<file path="config.mk">
export PLATFORM = sky130hd
export DESIGN_NAME = uart_rx
export DESIGN_NICKNAME = d
export VERILOG_FILES = /design/src/rtl/uart_rx_pkg.sv /design/src/rtl/rx_sync.sv /design/src/rtl/uart_rx.sv
export SDC_FILE = /design/constraint.sdc
export NUM_CORES = 1
export LEC_CHECK = 0
export ABC_AREA = 1
export CELL_PAD_IN_SITES_DETAIL_PLACEMENT = 1
export CELL_PAD_IN_SITES_GLOBAL_PLACEMENT = 2
export CORE_MARGIN = 2
export CORE_UTILIZATION = 37
export CTS_BUF_LIST = sky130_fd_sc_hd__clkbuf_4
export DETAILED_ROUTE_END_ITERATION = 7
export PLACE_DENSITY_LB_ADDON = 0.12
export RECOVER_POWER = 50
export SLEW_MARGIN = 20
export SYNTH_ARGS = -nofsm -noshare
export SYNTH_HDL_FRONTEND = slang
export SYNTH_HIERARCHICAL = 1
export SYNTH_SLANG_ARGS = --single-unit
export TNS_END_PERCENT = 50
</file>
<file path="constraint.sdc">
create_clock -name i_clk -period 2.2 [get_ports i_clk]
set_clock_uncertainty 0.05 [all_clocks]
set_input_delay 0.44 -clock i_clk [delete_from_list [all_inputs] [get_ports i_clk]]
set_output_delay 0.44 -clock i_clk [all_outputs]
set_load 0.01 [all_outputs]
</file>
<file path="src/rtl/uart_rx_pkg.sv">
// Shared UART definitions: state encoding and default frame constants,
// common to the receiver, transmitter and data generator.
package uart_rx_pkg;

    localparam int OVERSAMPLE_DEF = 16;
    localparam int NB_DATA_DEF    = 8;
    localparam int NB_STOP_DEF    = 2;

    typedef logic [1:0] state_t;

    localparam state_t ST_IDLE  = 2'd0;
    localparam state_t ST_START = 2'd1;
    localparam state_t ST_DATA  = 2'd2;
    localparam state_t ST_STOP  = 2'd3;

endpackage

</file>
<file path="src/rtl/rx_sync.sv">
// Two-flop synchronizer for the asynchronous serial line; resets to the
// idle (high) level so a reset never looks like a start bit.
module rx_sync (
    input  logic clk,
    input  logic rst_n,
    input  logic line,
    output logic line_sync
);

    logic meta;

    always_ff @(posedge clk or negedge rst_n) begin
        if (!rst_n) begin
            meta      <= 1'b1;
            line_sync <= 1'b1;
        end else begin
            meta      <= line;
            line_sync <= meta;
        end
    end

endmodule

</file>
<file path="src/rtl/uart_rx.sv">
// Oversampling UART receiver: start-bit qualification at half a bit,
// centre sampling of data and stop bits, one-clock done pulse per frame.
module uart_rx
    import uart_rx_pkg::*;
#(
    parameter int NB_DATA    = NB_DATA_DEF,
    parameter int NB_STOP    = NB_STOP_DEF,
    parameter int OVERSAMPLE = OVERSAMPLE_DEF
) (
    input  logic               i_clk,
    input  logic               i_reset,
    input  logic               i_s_tick,
    input  logic               i_rx,
    output logic [NB_DATA-1:0] o_data,
    output logic               o_rx_done,
    output logic               o_frame_error
);

    localparam int CW = (NB_STOP * OVERSAMPLE > 2) ? $clog2(NB_STOP * OVERSAMPLE) : 1;
    localparam int IW = $clog2(NB_DATA + NB_STOP);

    localparam logic [CW-1:0] HALF_LAST = CW'(OVERSAMPLE / 2 - 1);
    localparam logic [CW-1:0] FULL_LAST = CW'(OVERSAMPLE - 1);
    localparam logic [IW-1:0] DATA_LAST = IW'(NB_DATA - 1);
    localparam logic [IW-1:0] STOP_LAST = IW'(NB_STOP - 1);

    logic               rx_s;
    state_t             state;
    logic [CW-1:0]      tick_cnt;
    logic [IW-1:0]      bit_idx;
    logic [NB_DATA-1:0] shreg;
    logic               err;
    logic               finish;

    rx_sync u_sync (
        .clk       (i_clk),
        .rst_n     (i_reset),
        .line      (i_rx),
        .line_sync (rx_s)
    );

    // finish marks the clock after the last stop sample, when the frame is
    // published and the FSM drops back to IDLE.
    always_ff @(posedge i_clk or negedge i_reset) begin
        if (!i_reset) begin
            state         <= ST_IDLE;
            tick_cnt      <= '0;
            bit_idx       <= '0;
            shreg         <= '0;
            err           <= 1'b0;
            finish        <= 1'b0;
            o_data        <= '0;
            o_rx_done     <= 1'b0;
            o_frame_error <= 1'b0;
        end else begin
            o_rx_done <= 1'b0;
            if (finish) begin
                finish        <= 1'b0;
                o_data        <= shreg;
                o_frame_error <= err;
                o_rx_done     <= 1'b1;
                tick_cnt      <= '0;
                state         <= ST_IDLE;
            end else begin
                case (state)
                    ST_IDLE: begin
                        tick_cnt <= '0;
                        if (!rx_s)
                            state <= ST_START;
                    end
                    ST_START: begin
                        if (i_s_tick) begin
                            if (tick_cnt == HALF_LAST) begin
                                tick_cnt <= '0;
                                bit_idx  <= '0;
                                state    <= rx_s ? ST_IDLE : ST_DATA;
                            end else begin
                                tick_cnt <= tick_cnt + 1'b1;
                            end
                        end
                    end
                    ST_DATA: begin
                        if (i_s_tick) begin
                            if (tick_cnt == FULL_LAST) begin
                                tick_cnt <= '0;
                                shreg    <= {rx_s, shreg[NB_DATA-1:1]};
                                if (bit_idx == DATA_LAST) begin
                                    bit_idx <= '0;
                                    err     <= 1'b0;
                                    state   <= ST_STOP;
                                end else begin
                                    bit_idx <= bit_idx + 1'b1;
                                end
                            end else begin
                                tick_cnt <= tick_cnt + 1'b1;
                            end
                        end
                    end
                    ST_STOP: begin
                        if (i_s_tick) begin
                            if (tick_cnt == FULL_LAST) begin
                                tick_cnt <= '0;
                                if (!rx_s)
                                    err <= 1'b1;
                                if (bit_idx == STOP_LAST)
                                    finish <= 1'b1;
                                else
                                    bit_idx <= bit_idx + 1'b1;
                            end else begin
                                tick_cnt <= tick_cnt + 1'b1;
                            end
                        end
                    end
                    default: state <= ST_IDLE;
                endcase
            end
        end
    end

endmodule

</file>
==> results of run 1 <==
[critical path, stage by stage (launching register included)]
cell and delay (ns):
dfrtp_1 0.36, clkbuf_1 0.48, nor2_2 0.12, nand2_1 0.08
a21boi_0 0.30, nand3_1 0.15, nand2_1 0.08, nand2_1 0.05
[power by group through the flow]
| stage | combinational, mW | clock, mW | sequential, mW |
|---|---|---|---|
| floorplan | 0.465 | 0 | 0.702 |
| global placement | 0.605 | 0 | 0.707 |
| detailed placement | 0.627 | 0 | 0.710 |
| CTS | 0.630 | 0.354 | 0.698 |
| global route | 0.714 | 0.388 | 0.707 |
| finish | 0.612 | 0.341 | 0.698 |
[flip-flops by register name, summed over array words and instances, names as in the netlist]
signal / flops
bit_idx: 4
err: 1
finish: 1
o_data: 8
o_frame_error: 1
o_rx_done: 1
shreg: 8
state: 2
tick_cnt: 5
u_sync/line_sync: 1
u_sync/meta: 1
[per-layer routing]
layer  global-route usage  share of wire
met5                    0              0
met3               0.0385          0.033
met2                0.262           0.48
met1                0.188           0.47
met4               0.0629          0.018
[kinds of logic after synthesis]
logic type,synth area share
and+or+nand+nor,0.268
DFF,0.501
AOI/OAI and AO/OA,0.0893
buffers and inverters,0.0590
adders and majority gates,0.0606
xor gates and xnor gates,0.0159
muxes,0.00606
[cell usage after synthesis]
cell type / n
a21boi_0: 1
a21oi_1: 5
a21oi_2: 3
buf_4: 1
buf_6: 1
clkbuf_1: 1
clkinv_1: 1
dfrtp_1: 31
dfstp_2: 2
ha_1: 8
inv_1: 18
inv_2: 1
mux2i_1: 1
nand2_1: 63
nand2_2: 2
nand3_1: 8
nand3_4: 1
nand3b_1: 2
nand4_1: 4
nand4_4: 1
nor2_1: 7
nor2_2: 2
nor2_4: 2
nor3b_1: 1
nor4_1: 1
o21ai_0: 8
o21ai_1: 1
o21ai_2: 5
xnor2_1: 1
xor2_1: 2
[stage by stage]
stage | hold WS, ns | std cells | worst slack, ns | total power [mW] | cell area, µm²
after floorplan | 0.0944 | 185 | 0.636 | 1.17 | 1650
after global placement | 0.299 | 250 | 0.356 | 1.31 | 1850
after detailed placement | 0.300 | 250 | 0.251 | 1.34 | 1850
after CTS | 0.309 | 258 | 0.404 | 1.68 | 1900
after global routing | 0.307 | 258 | 0.186 | 1.81 | 1900
final | 0.305 | 258 | 0.407 | 1.65 | 1900
[path summary, 6_finish.rpt]
kind	cells after the start	to	slack (ns)
max reg2reg	7	state[0]$_DFFE_PN0P_	0.41
min reg2reg	0	u_sync/line_sync$_DFF_PN1_	0.30
max in group asynchronous	2	state[0]$_DFFE_PN0P_	0.90
min in group asynchronous	2	finish$_DFF_PN0_	0.68
max	7	state[0]$_DFFE_PN0P_	0.41
min	0	u_sync/line_sync$_DFF_PN1_	0.30
[final cells by class]
class,instances,area (µm²),area share
Clock buffer,6,45.0,0.0237
Clock inverter,2,10.0,0.00528
Inverter,20,75.1,0.0396
Multi-Input combinational cell,129,727,0.383
Sequential cell,33,828,0.437
Tap cell,52,65.1,0.0343
Timing Repair Buffer,16,146,0.0772
==> Implementation_results.wiki, run 1 <==
{| class="wikitable"
! Metric !! Value
|-
| Outcome || finished clean
|-
| Number of antenna violations at the first check in global routing || 0
|-
| Proportion of layout cells with a drive suffix above 1 || 0.141
|-
| Share of the synthesized area in the top cell type || 0.469
|-
| Largest net degree at the start of global routing || 34
|-
| Cells taking the most area after synthesis || dfrtp_1, nand2_1, ha_1, inv_1, dfstp_2
|-
| All-layer global routing usage || 0.154
|-
| Maximum operating frequency || 0.558 GHz
|-
| RSZ-0062 raised after global routing || no
|-
| Drt initial violations || 40
|-
| Kind of critical path || reg -> reg
|-
| DRC violation count after routing || 0
|-
| Clock share of power || 0.207
|-
| CP required || between 2 and 2.5 ns
|-
| Final slew viol count || 0
|-
| Leakage || 0.934 nW
|-
| I/O pin count || 14
|-
| Detail Route Antenna Nets || 0
|-
| Hold violation count in the final report || 0
|-
| Cell variety after synth || 30
|-
| Estimated wirelength of the detail-placed design || ~2600 µm
|-
| Critical path startpoint || finish$_DFF_PN0_
|-
| Post-DR wirelength/cell || around 13 µm
|-
| Worst-skew pair later-pin latency || 0.34 ns
|-
| Core Rows || 24
|-
| Port bufs || 13
|-
| CP arrival || 1.96 ns
|-
| Congestion Overflow GR || 0
|-
| Number of global-route vias before repair || around 1,400
|-
| Max-cap viol count || 0
|-
| Sink Count || 33
|-
| Vias per cell || between 4 and 5
|-
| Worst-path maximum fanout || 11
|-
| Number of vias in the routed layout || between 1,000 and 1,500
|-
| Peak supply drop || about 0.35 mV
|-
| Cell area after technology mapping || between 1500 and 2000 µm²
|-
| Quantity of gates resized following cts || 0
|-
| Area growth from synthesis to layout || 14.8%
|-
| Switching component of the power || approximately 0.66 mW
|-
| Accumulated negative setup slack || 0 ns
|-
| Final setup violation count || 0
|-
| Synthesized net count || ~200
|-
| Leading cell type in the layout, fill and taps excluded || nand2_1
|-
| Max H-tree Level || 2
|-
| Hold-fix buffers at CTS || 0
|-
| Launch instance of the worst register-to-register path || finish$_DFF_PN0_
|-
| Worst Hold Launch || u_sync/meta$_DFF_PN1_
|-
| Die span in y || between 70 and 80 µm
|-
| Total iterations of the first detailed-routing run || 2
|-
| Cell type contributing the most total cell area after synthesis || dfrtp_1
|-
| CTS Root Buffer Type || clkbuf_4
|-
| Slew at the pin closest to its max-slew limit || around 0.83 ns
|-
| Part of the total power dissipated in combinational logic || 0.371
|-
| Final net count || approximately 220
|-
| Element type at the critical path end || register
|-
| Switching Share || 0.402
|-
| Reg clk slew, reported paths || between 0.1 and 0.15 ns
|-
| Initial cell density of the core || 0.382
|-
| Max Root-Sink Buffers || 2
|-
| Syn. warnings || 6
|-
| Placeable core area || about 4300 µm²
|-
| Critical Path Start Type || register
|-
| Power density of the placed cells || roughly 870 nW/µm²
|-
| Die extent in x || between 70 and 80 µm
|-
| Total detailed-routing wirelength || approximately 3400 µm
|-
| Sequential cell fraction of total power || 0.423
|-
| TritonCTS clock tree || built
|-
| Antenna Cells || 0
|-
| Leading cell types in the layout, fill and taps excluded || nand2_1, dfrtp_1, inv_1, clkdlybuf4s50_1
|-
| Relative slew margins || 0.447
|-
| Internal Power || 0.987 mW
|-
| DIE AREA || ~5000 µm²
|-
| Final standard cell utilization of the core || 0.439
|-
| Register bit total from synthesis || 33
|-
| Setup repair bufs after CTS || 0
|-
| Final period demand of the worst path || between 1.5 and 2 ns
|-
| Hold Crit Class || reg -> reg
|-
| Total clock buffers created by CTS || 5
|-
| Part of the Yosys area used for sequential elements || 0.501
|-
| Routability congestion estimate from global placement || ~0.75
|-
| Global-route wire length before repair || between 6000 and 7000 µm
|-
| Fraction of the cycle the final worst path needs || 0.815
|-
| Mean instance size in the synthesized netlist || just under 9 µm²
|-
| Cells after Synth || between 150 and 200
|-
| Fill cells || between 500 and 600
|}
(Power assumes the default switching activity.)
==> run 2: changes to the inputs <==
--- a/config.mk
+++ b/config.mk
@@ -9,7 +9,7 @@
 export CELL_PAD_IN_SITES_DETAIL_PLACEMENT = 1
 export CELL_PAD_IN_SITES_GLOBAL_PLACEMENT = 2
 export CORE_MARGIN = 2
-export CORE_UTILIZATION = 37
+export CORE_UTILIZATION = 33
 export CTS_BUF_LIST = sky130_fd_sc_hd__clkbuf_4
 export DETAILED_ROUTE_END_ITERATION = 7
 export PLACE_DENSITY_LB_ADDON = 0.12
==> constraint.sdc (replaced) <==
create_clock -name i_clk -period 1.6 [get_ports i_clk]
set_clock_uncertainty 0.05 [all_clocks]
set_input_delay 0.32 -clock i_clk [delete_from_list [all_inputs] [get_ports i_clk]]
set_output_delay 0.32 -clock i_clk [all_outputs]
set_load 0.01 [all_outputs]
==> Implementation_results.wiki, run 2 (same netlist as run 1, synthesis figures left out) <==
{| class="wikitable"
! Metric !! Value
|-
| Final Non-Filler Cells || 294 (+14%)
|-
| Leading cell type in the layout, fill and taps excluded || nand2_1
|-
| Layout Cell Area excl Fill || 2230 µm² (+18%)
|-
| Accumulated negative setup slack || 0 ns (unchanged)
|-
| Hold Crit Class || reg -> reg
|-
| TritonCTS clock tree || built
|-
| Element type at the critical path end || register
|-
| Number of global-route vias before repair || 1,462 (+7.6%)
|-
| DIE AREA || 5590 µm² (+11%)
|-
| Proportion of layout cells with a drive suffix above 1 || 0.348 (+0.207)
|-
| Met3 layer usage reported by global route || 0.0442 (+0.00572)
|-
| Largest net degree at the start of global routing || 34 (unchanged)
|-
| Met2 Usage GRT || 0.284 (+0.0225)
|-
| Max-cap viol count || 0 (unchanged)
|-
| Post-Place Setup Slack || -0.164 ns (-0.415 ns)
|-
| Final period demand of the worst path || 1.59 ns (-0.206 ns)
|-
| Core Rows || 25 (+4.2%)
|-
| Kind of critical path || reg -> reg
|-
| RSZ-0062 raised after global routing || yes
|-
| CP required || 1.79 ns (-0.58 ns)
|-
| Final net count || 238 (+9.7%)
|-
| Routability congestion estimate from global placement || 0.776 (+3.8%)
|-
| Drt initial violations || 32 (-20%)
|-
| Reg clk slew, reported paths || 0.10 ns (about the same)
|-
| Crit path max-delay family || simple AND/OR/NAND/NOR gates
|-
| Multi-input logic area || 870 µm² (+20%)
|-
| Maximum single-stage delay on the critical path || 0.47 ns (about the same)
|-
| CTS Root Buffer Type || clkbuf_4
|-
| Cell type of the slowest stage on the worst timing path || dfrtp_2
|-
| Port bufs || 13 (unchanged)
|-
| Area taken by flip-flops and latches || 831 µm² (+0.30%)
|-
| All-layer global routing usage || 0.165 (+0.0107)
|-
| Worst-skew pair later-pin latency || 0.34 ns (about the same)
|-
| Met1 track demand over resource in global routing || 0.197 (+0.00903)
|-
| Critical-path cell list || buf_6 -> ha_4 -> inv_4 -> nand2_2 -> nand2_2 -> nand2_4 -> nor2_4 -> inv_2 -> nand2_1 -> nand2_1
|-
| Max H-tree Level || 2 (unchanged)
|-
| Die span in y || 74.8 µm (+5.6%)
|-
| Hold-fix buffers at CTS || 0 (unchanged)
|-
| Fraction of the cycle the final worst path needs || 0.992 (+0.177)
|-
| Largest registers || o_data (8), shreg (8), tick_cnt (5)
|-
| Post-detailed-placement cell area || 1980 µm² (+7.4%)
|-
| Max Root-Sink Buffers || 2 (unchanged)
|-
| Total iterations of the first detailed-routing run || 4 (+2)
|-
| Post-DR wirelength/cell || 14.1 µm (+6.8%)
|-
| Maximum operating frequency || 0.630 GHz (+13%)
|-
| Number of antenna violations at the first check in global routing || 0 (unchanged)
|-
| Hold Worst Slack || 0.317 ns (+0.0123 ns)
|-
| Congestion Overflow GR || 0 (unchanged)
|-
| Total clock buffers created by CTS || 5 (unchanged)
|-
| Initial cell density of the core || 0.345 (-0.0369)
|-
| Die extent in x || 74.8 µm (+5.6%)
|-
| Peak-usage layer in the global routing report || met2
|-
| Relative slew margins || 0.441 (-0.00543)
|-
| Power density of the placed cells || 1380 nW/µm² (+58%)
|-
| Outcome || finished clean
|-
| Critical Path Start Type || register
|-
| Antenna Cells || 0 (unchanged)
|-
| Number of vias in the routed layout || 1,368 (+11%)
|-
| Peak supply drop || 0.700 mV (+99%)
|-
| Slew at the pin closest to its max-slew limit || 0.838 ns (+0.00815 ns)
|-
| Area growth from synthesis to layout || 35.2%
|-
| Worst-path maximum fanout || 6 (-5)
|-
| CP arrival || 1.77 ns (-0.19 ns)
|-
| Hold violation count in the final report || 0 (unchanged)
|-
| Leakage || 1.12 nW (+20%)
|-
| Buffers plus inverters on the worst setup path || 3 (+2)
|-
| Global-route wire length before repair || 6840 µm (+13%)
|-
| Placeable core area || 4790 µm² (+11%)
|-
| Estimated wirelength of the detail-placed design || 2790 µm (+8.8%)
|-
| Sink Count || 33 (unchanged)
|-
| Final slew viol count || 0 (unchanged)
|-
| Total detailed-routing wirelength || 4140 µm (+22%)
|-
| DRC violation count after routing || 0 (unchanged)
|-
| Post-route worst setup slack || 0.0122 ns (-0.394 ns)
|-
| I/O pin count || 14 (unchanged)
|-
| Reg-to-reg slack, setup || 0.01 ns (-0.39 ns)
|-
| Fill cells || 576 (+11%)
|-
| Inst Count DP || 279 (+12%)
|-
| Vias per cell || 4.65 (-2.9%)
|-
| Detail Route Antenna Nets || 0 (unchanged)
|-
| Final setup violation count || 0 (unchanged)
|-
| Leading cell types in the layout, fill and taps excluded || nand2_1, dfrtp_1, buf_4, inv_1, dlygate4sd2_1
|}
run 2: cell types whose count changed in the layout (fill, tap and decap cells not counted), moves of 3 or more:
| cell | before | now |
|---|---|---|
| buf_4 | 1 | 19 |
| ha_4 | 0 | 4 |
| dlygate4sd2_1 | 0 | 9 |
| nand2_4 | 0 | 4 |
| nor2_4 | 2 | 5 |
| inv_1 | 18 | 13 |
| clkdlybuf4s50_1 | 11 | 1 |
| ha_1 | 8 | 4 |
| inv_2 | 1 | 5 |
| buf_6 | 0 | 4 |
| nand2_1 | 63 | 54 |
| nand2_2 | 2 | 7 |
run 2: worst reg2reg max path, stage by stage (launching register included):
cell	delay (ns)
dfrtp_2	0.47
buf_6	0.14
ha_4	0.17
inv_4	0.08
nand2_2	0.07
nand2_2	0.08
nand2_4	0.06
nor2_4	0.18
inv_2	0.08
nand2_1	0.06
nand2_1	0.05
run 2: report_power, final:
part	switching, mW	internal (mW)
Clock	0.288	0.184
Sequential	0.0821	0.901
Combinational	0.863	0.756
run 2: per-stage QoR:
stage | power, mW | util
floorplan | 1.60 | -
finish | 3.07 | 0.467
global route | 3.31 | 0.467
CTS | 2.76 | 0.443
global placement | 2.02 | 0.415
detailed placement | 2.05 | 0.415
run 2: final timing paths:
path                                  startpoint                          to  cells past startpoint
max                         state[1]$_DFFE_PN0P_      bit_idx[3]$_DFFE_PN0P_                     10
min                        u_sync/meta$_DFF_PN1_  u_sync/line_sync$_DFF_PN1_                      0
max reg2reg                 state[1]$_DFFE_PN0P_      bit_idx[3]$_DFFE_PN0P_                     10
min reg2reg                u_sync/meta$_DFF_PN1_  u_sync/line_sync$_DFF_PN1_                      0
max in group asynchronous                i_reset            finish$_DFF_PN0_                      2
min in group asynchronous                i_reset      bit_idx[0]$_DFFE_PN0P_                      2
run 2: layer usage:
| metal | part of all wire | vias up |
|---|---|---|
| li1 | - | 671 |
| met1 | 0.42 | 672 |
| met2 | 0.54 | 18 |
| met3 | 0.033 | 7 |
| met4 | 0.016 | 0 |
| met5 | 0 | - |
run 2: layout make-up:
type / instances / area share
Sequential cell: 33 / 0.372
Multi-Input combinational cell: 129 / 0.389
Clock buffer: 6 / 0.0202
Tap cell: 67 / 0.0375
Clock inverter: 2 / 0.00448
Timing Repair Buffer: 37 / 0.141
Inverter: 20 / 0.0364
run 2: repair_timing:
item / in CTS / in global routing
pin swaps: 6 / 12
resized for setup: 25 / 32
setup endpoints to repair: 19 / 16
buffers inserted: 5 / 2
==> run 3: changes to the inputs <==
--- a/config.mk
+++ b/config.mk
@@ -12,9 +12,10 @@
 export CORE_UTILIZATION = 33
 export CTS_BUF_LIST = sky130_fd_sc_hd__clkbuf_4
 export DETAILED_ROUTE_END_ITERATION = 7
+export GPL_ROUTABILITY_DRIVEN = 0
 export PLACE_DENSITY_LB_ADDON = 0.12
 export RECOVER_POWER = 50
-export SLEW_MARGIN = 20
+export REMOVE_ABC_BUFFERS = 1
 export SYNTH_ARGS = -nofsm -noshare
 export SYNTH_HDL_FRONTEND = slang
 export SYNTH_HIERARCHICAL = 1
==> Implementation_results.wiki, run 3 (same netlist as run 1, synthesis figures left out) <==
{| class="wikitable"
! Metric !! Value
|-
| Outcome || finished clean
|-
| Switching component of the power || 1.15 mW (-6.5%)
|-
| Power density of the placed cells || 1360 nW/µm² (-0.98%)
|-
| Leading cell types in the layout, fill and taps excluded || nand2_1, dfrtp_1, buf_4, inv_1, nand2_2
|-
| Final net count || 240 (+0.84%)
|-
| Relative slew margins || 0.443 (+0.00216)
|-
| Leading cell type in the layout, fill and taps excluded || nand2_1
|-
| Worst hold path depth || 0 (unchanged)
|-
| Estimated wirelength of the detail-placed design || 2900 µm (+4.1%)
|-
| Core Rows || 25 (unchanged)
|-
| Internal Power || 1.87 mW (+1.8%)
|-
| Reg clk slew, reported paths || 0.10 ns (about the same)
|-
| TritonCTS clock tree || built
|-
| Switching Share || 0.381 (-0.0202)
|-
| Launch instance of the worst register-to-register path || state[1]$_DFFE_PN0P_
|-
| DIE AREA || 5590 µm² (unchanged)
|-
| Part of the total power dissipated in combinational logic || 0.467 (-0.060)
|-
| Proportion of layout cells with a drive suffix above 1 || 0.341 (-0.00741)
|-
| Hold Crit Class || reg -> reg
|-
| Die extent in x || 74.8 µm (unchanged)
|-
| Critical Path Start Type || register
|-
| Total power of the final layout || 3.03 mW (-1.5%)
|-
| Hold Worst Slack || 0.318 ns (+0.00134 ns)
|-
| Number of vias in the routed layout || 1,345 (-1.7%)
|-
| Clock share of power || 0.208 (+0.054)
|-
| Congestion Overflow GR || 0 (unchanged)
|-
| Maximum operating frequency || 0.635 GHz (+0.88%)
|-
| Fraction of the cycle the final worst path needs || 0.984 (-0.00868)
|-
| Worst Hold Launch || u_sync/meta$_DFF_PN1_
|-
| Hold-fix buffers at CTS || 0 (unchanged)
|-
| Vias per cell || 4.54 (-2.3%)
|-
| Largest registers || o_data (8), shreg (8), tick_cnt (5)
|-
| Final standard cell utilization of the core || 0.464 (-0.00261)
|-
| Reg-to-reg slack, setup || 0.03 ns (about the same)
|-
| CP required || 1.79 ns (about the same)
|-
| Worst R2R Path Depth || 7 (-3)
|-
| Max Root-Sink Buffers || 2 (unchanged)
|-
| Final setup violation count || 0 (unchanged)
|-
| Die span in y || 74.8 µm (unchanged)
|-
| Antenna Cells || 0 (unchanged)
|-
| DRC violation count after routing || 0 (unchanged)
|-
| Kind of critical path || reg -> reg
|-
| Worst-path maximum fanout || 4 (-2)
|-
| Max-cap viol count || 0 (unchanged)
|-
| Worst-skew pair later-pin latency || 0.33 ns (about the same)
|-
| Terminating pin of the worst hold path || u_sync/line_sync$_DFF_PN1_
|-
| Total detailed-routing wirelength || 4050 µm (-2.2%)
|-
| Element type at the critical path end || register
|-
| All-layer global routing usage || 0.163 (-0.00188)
|-
| Post-DR wirelength/cell || 13.7 µm (-2.8%)
|-
| RSZ-0062 raised after global routing || yes
|-
| Accumulated negative setup slack || 0 ns (unchanged)
|-
| Total iterations of the first detailed-routing run || 4 (unchanged)
|-
| Peak supply drop || 0.746 mV (+6.7%)
|-
| Hold violation count in the final report || 0 (unchanged)
|-
| Number of global-route vias before repair || 1,462 (unchanged)
|-
| CP arrival || 1.76 ns (about the same)
|-
| Crit Reg-Reg Endpoint || finish$_DFF_PN0_
|-
| Total clock buffers created by CTS || 5 (unchanged)
|-
| CTS Root Buffer Type || clkbuf_4
|-
| Area growth from synthesis to layout || 34.4%
|-
| Global-route wire length before repair || 6700 µm (-2.1%)
|-
| Detail Route Antenna Nets || 0 (unchanged)
|-
| Number of antenna violations at the first check in global routing || 0 (unchanged)
|-
| Placeable core area || 4790 µm² (unchanged)
|-
| Max H-tree Level || 2 (unchanged)
|-
| Slew at the pin closest to its max-slew limit || 0.835 ns (-0.00324 ns)
|-
| I/O pin count || 14 (unchanged)
|-
| Largest net degree at the start of global routing || 34 (unchanged)
|-
| Initial cell density of the core || 0.345 (unchanged)
|-
| Leakage || 1.12 nW (about the same)
|-
| Fill cells || 557 (-3.3%)
|-
| Final period demand of the worst path || 1.57 ns (-0.0139 ns)
|-
| Sequential cell fraction of total power || 0.325 (+0.005)
|-
| Final slew viol count || 0 (unchanged)
|-
| Port bufs || 13 (unchanged)
|-
| Sink Count || 33 (unchanged)
|-
| Drt initial violations || 36 (+13%)
|}
## run 3: changes by cell type in the layout (fill, tap and decap cells not counted), sizes merged
cell,before,now
buf,23,25
bufinv,0,1
clkinvlp,1,0
## run 3: what timing repair did
| action | 4_1_cts | 5_1_grt |
|---|---|---|
| buffers inserted | 8 | 2 |
| pin swaps | 5 | 6 |
| resized for setup | 30 | 18 |
| endpoints found under the setup margin | 19 | 15 |
| endpoints found under the hold margin | 0 | 0 |
## run 3: routing by layer
metal,share of wire,track usage,vias to the layer above
li1,-,-,674
met1,0.44,0.193,641
met2,0.51,0.281,21
met3,0.030,0.0308,9
met4,0.026,0.0853,0
met5,0,0,-
## run 3: power by group through the flow
stage	clock (mW)	sequential, mW	combinational [mW]
after floorplan	0	0.965	0.639
after global placement	0	0.972	1.00
after detailed placement	0	0.981	1.04
after CTS	0.655	0.972	1.25
after global routing	0.692	0.995	1.56
final	0.629	0.984	1.41
## run 3: worst max-delay path, cell delays in order (launching register included)
cell and delay, ns:
dfrtp_2 0.43, buf_6 0.12, ha_4 0.15, nand4_1 0.16, buf_4 0.17, buf_4 0.12, buf_4 0.12, nor4_1 0.15
## run 3: layout make-up
type	instances	area, µm²	share of cell area
flip-flops and latches	33	831	0.374
clock buffers	6	45.0	0.0203
well taps	67	83.8	0.0377
clock inverters	2	35.0	0.0158
repair buffers	39	322	0.145
inverters	20	78.8	0.0355
multi-input cells	129	827	0.372
## run 3: worst max path at each step
stage                          from                     end  slack (ns)  cells past startpoint
2_1_floorplan      finish$_DFF_PN0_    state[0]$_DFFE_PN0P_       -0.02                      5
3_3_place_gp               i_s_tick  bit_idx[1]$_DFFE_PN0P_       -0.17                      9
3_5_place_dp               i_s_tick    state[1]$_DFFE_PN0P_       -0.25                      8
4_1_cts        state[1]$_DFFE_PN0P_  bit_idx[2]$_DFFE_PN0P_       0.005                      9
5_1_grt        state[1]$_DFFE_PN0P_  bit_idx[0]$_DFFE_PN0P_       -0.06                     10
6_report       state[1]$_DFFE_PN0P_        finish$_DFF_PN0_        0.03                      7
## run 3: through the flow
stage | area [µm²] | setup slack [ns] | cells
after floorplan | 1630 | -0.0154 | 182
after global placement | 1980 | -0.175 | 279
after detailed placement | 1980 | -0.250 | 279
after CTS | 2170 | 0.00502 | 294
after global routing | 2220 | -0.0647 | 296
final | 2220 | 0.0261 | 296
